**config.mk**
```make
export PLATFORM = sky130hd
export DESIGN_NAME = dev_req_sequencer
export DESIGN_NICKNAME = d
export VERILOG_FILES = /design/src/rtl/dev_req_sequencer.sv
export SDC_FILE = /design/constraint.sdc
export NUM_CORES = 1
export LEC_CHECK = 0
export BUFFER_PORTS_ARGS = -buffer_cell sky130_fd_sc_hd__buf_2
export CAP_MARGIN = 10
export CELL_PAD_IN_SITES_DETAIL_PLACEMENT = 0
export CELL_PAD_IN_SITES_GLOBAL_PLACEMENT = 1
export CORE_MARGIN = 10
export CORE_UTILIZATION = 49
export CTS_CLUSTER_DIAMETER = 120
export CTS_CLUSTER_SIZE = 25
export DETAILED_ROUTE_END_ITERATION = 10
export HOLD_SLACK_MARGIN = 0.08
export PLACE_DENSITY_LB_ADDON = 0.1
export SYNTH_ARGS = -nofsm -noshare
export SYNTH_HDL_FRONTEND = slang
export SYNTH_SLANG_ARGS = --single-unit
```
**constraint.sdc**
```tcl
create_clock -name clk -period 2.95 [get_ports clk]
set_clock_uncertainty 0.2 [all_clocks]
set_input_delay 0.59 -clock clk [delete_from_list [all_inputs] [get_ports clk]]
set_output_delay 0.59 -clock clk [all_outputs]
set_load 0.005 [all_outputs]
```
**src/rtl/dev_req_sequencer.sv**
```systemverilog
// Request front-end for master_port: queues local read/write requests, issues them one at a
// time over the dvalid/dready interface and returns one response per request, with a timeout.
module dev_req_sequencer #(
    parameter int ADDR_WIDTH = 16,
    parameter int DATA_WIDTH = 8,
    parameter int FIFO_DEPTH = 4,
    parameter int TIMEOUT    = 1023
) (
    input  logic                  clk,
    input  logic                  rst,
    input  logic                  req_valid,
    output logic                  req_ready,
    input  logic [ADDR_WIDTH-1:0] req_addr,
    input  logic [DATA_WIDTH-1:0] req_wdata,
    input  logic                  req_mode,
    output logic                  rsp_valid,
    input  logic                  rsp_ready,
    output logic [DATA_WIDTH-1:0] rsp_rdata,
    output logic                  rsp_mode,
    output logic                  rsp_err,
    output logic [ADDR_WIDTH-1:0] d_addr,
    output logic [DATA_WIDTH-1:0] d_wdata,
    output logic                  d_mode,
    output logic                  d_valid,
    input  logic                  d_ready,
    input  logic [DATA_WIDTH-1:0] d_rdata,
    output logic                  busy,
    output logic [7:0]            txn_count
);

    localparam int PTR_W = $clog2(FIFO_DEPTH);
    localparam int CNT_W = PTR_W + 1;
    localparam int TMO_W = $clog2(TIMEOUT + 1);

    typedef struct packed {
        logic [ADDR_WIDTH-1:0] addr;
        logic [DATA_WIDTH-1:0] wdata;
        logic                  mode;
    } req_t;

    typedef enum logic [2:0] {
        IDLE,
        ISSUE,
        WAIT_ACC,
        WAIT_DONE,
        RESP
    } state_t;

    req_t             fifo_mem [FIFO_DEPTH];
    logic [PTR_W-1:0] wr_ptr;
    logic [PTR_W-1:0] rd_ptr;
    logic [CNT_W-1:0] count;
    logic             full;
    logic             empty;
    logic             push;
    logic             pop;

    state_t           state;
    state_t           state_nx;
    logic [TMO_W-1:0] tmo_cnt;
    logic             tmo_hit;
    logic             load;
    logic             done;
    logic             abort;

    assign full      = (count == CNT_W'(FIFO_DEPTH));
    assign empty     = (count == '0);
    assign req_ready = !full;
    assign push      = req_valid && req_ready;
    assign pop       = done || abort;
    assign busy      = !empty || (state != IDLE);
    assign tmo_hit   = (tmo_cnt == TMO_W'(TIMEOUT - 1));

    // NOTE: storage has no reset; only pointers and count define which entries are valid.
    always_ff @(posedge clk) begin
        if (push) begin
            fifo_mem[wr_ptr] <= '{addr: req_addr, wdata: req_wdata, mode: req_mode};
        end
    end

    // Pointers wrap naturally because FIFO_DEPTH is a power of two.
    always_ff @(posedge clk or posedge rst) begin
        if (rst) begin
            wr_ptr <= '0;
            rd_ptr <= '0;
            count  <= '0;
        end else begin
            if (push) wr_ptr <= wr_ptr + 1'b1;
            if (pop)  rd_ptr <= rd_ptr + 1'b1;
            case ({push, pop})
                2'b10:   count <= count + 1'b1;
                2'b01:   count <= count - 1'b1;
                default: count <= count;
            endcase
        end
    end

    always_ff @(posedge clk or posedge rst) begin
        if (rst) state <= IDLE;
        else     state <= state_nx;
    end

    // NOTE: every output of this block is defaulted first so no path infers a latch.
    always_comb begin
        state_nx = state;
        load     = 1'b0;
        done     = 1'b0;
        abort    = 1'b0;
        case (state)
            IDLE: begin
                if (!empty && d_ready) begin
                    state_nx = ISSUE;
                    load     = 1'b1;
                end
            end
            ISSUE: state_nx = WAIT_ACC;
            WAIT_ACC: begin
                if (tmo_hit) begin
                    abort    = 1'b1;
                    state_nx = RESP;
                end else if (!d_ready) begin
                    state_nx = WAIT_DONE;
                end
            end
            WAIT_DONE: begin
                // A completion arriving on the last allowed cycle still counts as a success.
                if (d_ready) begin
                    done     = 1'b1;
                    state_nx = RESP;
                end else if (tmo_hit) begin
                    abort    = 1'b1;
                    state_nx = RESP;
                end
            end
            RESP: begin
                if (rsp_ready) state_nx = IDLE;
            end
            default: state_nx = IDLE;
        endcase
    end

    always_ff @(posedge clk or posedge rst) begin
        if (rst) begin
            d_valid   <= 1'b0;
            d_addr    <= '0;
            d_wdata   <= '0;
            d_mode    <= 1'b0;
            tmo_cnt   <= '0;
            rsp_valid <= 1'b0;
            rsp_rdata <= '0;
            rsp_mode  <= 1'b0;
            rsp_err   <= 1'b0;
            txn_count <= '0;
        end else begin
            d_valid <= load;
            if (load) begin
                d_addr  <= fifo_mem[rd_ptr].addr;
                d_wdata <= fifo_mem[rd_ptr].wdata;
                d_mode  <= fifo_mem[rd_ptr].mode;
            end

            if (state == ISSUE) begin
                tmo_cnt <= '0;
            end else if (state inside {WAIT_ACC, WAIT_DONE}) begin
                tmo_cnt <= tmo_cnt + 1'b1;
            end

            if (done) begin
                rsp_valid <= 1'b1;
                rsp_mode  <= d_mode;
                rsp_err   <= 1'b0;
                rsp_rdata <= d_mode ? '0 : d_rdata;
                txn_count <= txn_count + 1'b1;
            end else if (abort) begin
                rsp_valid <= 1'b1;
                rsp_mode  <= d_mode;
                rsp_err   <= 1'b1;
                rsp_rdata <= '0;
            end else if (state == RESP && rsp_ready) begin
                rsp_valid <= 1'b0;
            end
        end
    end

endmodule
```
==> key figures <==
Outcome
  – Status: finished clean

Synthesis
  – Cell taking the most area after synthesis: edfxtp_1
  – Synth Area in Adders: 1.829%
  – FFs w/ async S/R, synth: 39.39%
  – Synth cell count leaders: edfxtp_1 (100), dfrtp_1 (65), mux2_2 (26)
  – Top-area cell type share of the netlist area: 45.72%
  – Cells after synthesis: 370
  – EDFF count, synth: 100
  – Compound-Gate Fraction of Synth Area: 2.191%
  – Distinct cells, synth: 49
  – Post-Syn Nets: 417
  – Top-count cell post-synth: edfxtp_1
  – Main synth FF type: edfxtp_1
  – Register area share after synthesis: 70.49%
  – Cell Area, Synth: 6568 sq um
  – Main combinational cell family by area after synthesis: multiplexers
  – Area share of and/or/nand/nor cells after synthesis: 6.858%
  – Avg Cell Area, Syn: 17.75 sq um
  – Synth Warn #: 0
  – Synth top area cells: edfxtp_1 (46%), dfrtp_1 (25%), mux4_2 (8.6%)
  – Yosys reg bits: 165
  – Post-synthesis mux area share: 13.35%
  – Synth Area in XOR/XNOR: 2.667%

Clock network
  – Clock Latency Late Sink: 0.42 ns
  – Number of setup buffers added after CTS: 0
  – H-tree Lvls: 4
  – Clk sinks: 165
  – CTS Root Buffer Type: clkbuf_16
  – Clock-pin slew on the worst setup and hold paths: 0.06 ns
  – Cts hold-fix bufs: 1
  – Post-cts sizing count: 0
  – Clk buf depth: 2
  – TritonCTS clock tree: done
  – TritonCTS buffer count: 17

Place
  – DP Area: 7214 sq um
  – DP Worst Slack: 0.4550 ns
  – HPWL Detailed: 7.911 mm
  – Port buffer count: 84
  – Placer Congestion: 0.7091

Floorplan
  – Core Area: 13,190 sq um
  – Die Wd: 135.8 um
  – Die ar.: 18,430 sq um
  – IO Pins: 85
  – Rows: 42
  – Die Y: 135.8 um
  – Starting Density: 49.79%

Power
  – Worst VDD drop: 445.4 uV
  – Leak: 0.003153 uW
  – P_sw: 2253 uW
  – Power after layout: 8009 uW
  – Power Internal: 5756 uW
  – Comb pwr share: 25.9%
  – Pwr dens: 1016 nW/um^2
  – Clock Power Share: 30.1%
  – Switching fraction of total power: 28.13%
  – Sequential share of power: 44.0%

Layout
  – Fin util: 59.75%
  – Synth-to-Final Area Change: 20.00%
  – Share of layout cells above drive strength 1: 40.17%
  – # diodes: 0
  – FF/Latch Area: 4631 sq um
  – Filler cells: 1,018
  – Nets: 517
  – Post-route cell area: 7881 sq um
  – Multi-input gate area: 1767 sq um

Global routing
  – Initial antenna violation count: 1
  – All-layer global routing usage: 14.08%
  – Gr ovfl total: 0
  – Largest net degree at the start of global routing: 53
  – First-pass GRT wire length: 19.58 mm
  – Vias in the first global route: 3,551

Routing
  – Avg Vias per Cell: 5.211
  – Drt total wl: 12.30 mm
  – Via count: 3,434
  – Residual DRC: 0
  – Final ANT Viol Nets: 0
  – Iteration-0 DRC Markers: 170
  – First-pass iteration count of the detailed router: 4
  – DR WL/cell: 18.66 um

Worst setup path
  – Worst Path Buf+Inv: 2
  – Top delay family on crit path: flip-flops
  – CP endpoint kind: flop
  – Largest stage delay on the critical path: 0.61 ns
  – Worst Path Max Fanout: 9
  – Req. time, crit path: 3.09 ns
  – Crit path kind: flop to flop
  – WP data arrival: 2.63 ns
  – Crit-path slowest cell: dfrtp_1
  – Startpoint Class: flop
  – Critical path cell sequence: nor2b_1 -> o21ai_2 -> inv_1 -> ha_1 -> inv_1 -> fa_1 -> xor2_1 -> nor2_1 -> xor2_1

STA
  – Fmax: 401.2 MHz
  – Worst slew margin: 58.93%
  – Pins Over Slew Limit: 0
  – Post-Route Setup TNS: 0 ns
  – Final setup fails: 0
  – Slew @ Worst Pin: 0.6114 ns
  – Final worst slack: 0.4575 ns
  – Tmin final: 2.493 ns
  – RSZ-0062 raised after global routing: false
  – Crit share post-route: 84.49%
  – Final hold vios: 0

Worst hold path
  – Hold Crit Class: input pin to flop

Job
  – Maxcap violations: 0
area by class of cell:
class / count / area share (%)
Timing Repair Buffer: 94 / 6.795
Sequential cell: 165 / 58.76
Multi-Input combinational cell: 173 / 22.42
Tap cell: 176 / 2.794
Clock buffer: 20 / 5.795
Inverter: 19 / 0.9049
Clock inverter: 12 / 2.540
through the flow:
| step | hold slack [ns] | cells |
|---|---|---|
| 2_1_floorplan | 0.2530 | 370 |
| 3_3_place_gp | 0.2532 | 626 |
| 3_5_place_dp | 0.2578 | 626 |
| 4_1_cts | 0.1676 | 659 |
| 5_1_grt | 0.1733 | 659 |
| 6_report | 0.1855 | 659 |
power by group through the flow:
stage                     clock network (uW)  logic (uW)  registers [uW]
after global routing                    2570        2290            3610
after detailed placement                   0        2130            3580
after floorplan                            0        1510            3420
final                                   2410        2070            3520
after CTS                               2470        2140            3540
after global placement                     0        2100            3550
cells in the final DEF, fill, tap and decap left out, types with 2 or more instances in the layout:
master,Yosys,layout
nand3_1,3,3
nor2_1,13,13
nand3_2,3,3
dfrtp_1,65,64
nand4_1,2,2
o32ai_1,8,8
clkbuf_16,0,17
buf_12,0,3
o21ai_0,3,3
nor3_1,5,5
ha_1,8,8
and3_1,5,5
xor2_1,5,5
mux4_2,25,25
xnor2_1,15,15
bufinv_16,0,5
buf_2,2,84
clkbuf_8,0,2
o31ai_1,2,2
edfxtp_1,100,100
clkinv_2,0,2
clkinvlp_4,0,3
inv_1,19,18
nor4_1,3,3
buf_4,3,6
nand2_1,22,22
mux2_2,26,26
layer usage:
metal / part of all wire, % / wire length [um] / vias up / track usage [%]
met2: 47 / 5761 / 85 / 21.14
li1: - / - / 1602 / -
met4: 1.1 / 140 / 2 / 5.921
met5: 0.089 / 11 / - / 0
met1: 46 / 5633 / 1731 / 18.39
met3: 6.1 / 751 / 14 / 4.674
final timing paths:
kind | start | to | slack, ns | cells after the start
hold / removal | req_addr[3] | fifo_mem[3][12] | 0.19 | 1
setup / recovery | state[1] | count[2] | 0.46 | 9
min in group asynchronous | rst | d_addr[15] | 0.50 | 3
hold reg to reg | txn_count[7] | txn_count[7] | 0.27 | 1
max in group asynchronous | rst | rd_ptr[0] | 1.43 | 4
setup reg to reg | state[1] | count[2] | 0.46 | 9
sequential cells by signal, summed over array words and instances (netlist names):
register,count
rsp_err,1
count,3
rsp_valid,1
wr_ptr,2
d_wdata,8
rsp_mode,1
d_valid,1
rsp_rdata,8
state,3
rd_ptr,2
tmo_cnt,10
d_mode,1
fifo_mem,100
d_addr,16
txn_count,8
kinds of logic after synthesis:
group | Yosys count
AOI/OAI and AO/OA | 17
buffers and inverters | 32
DFF | 165
muxes | 53
xor gates and xnor gates | 20
adders and majority gates | 9
and+or+nand+nor | 74
(Power assumes the default switching activity.)
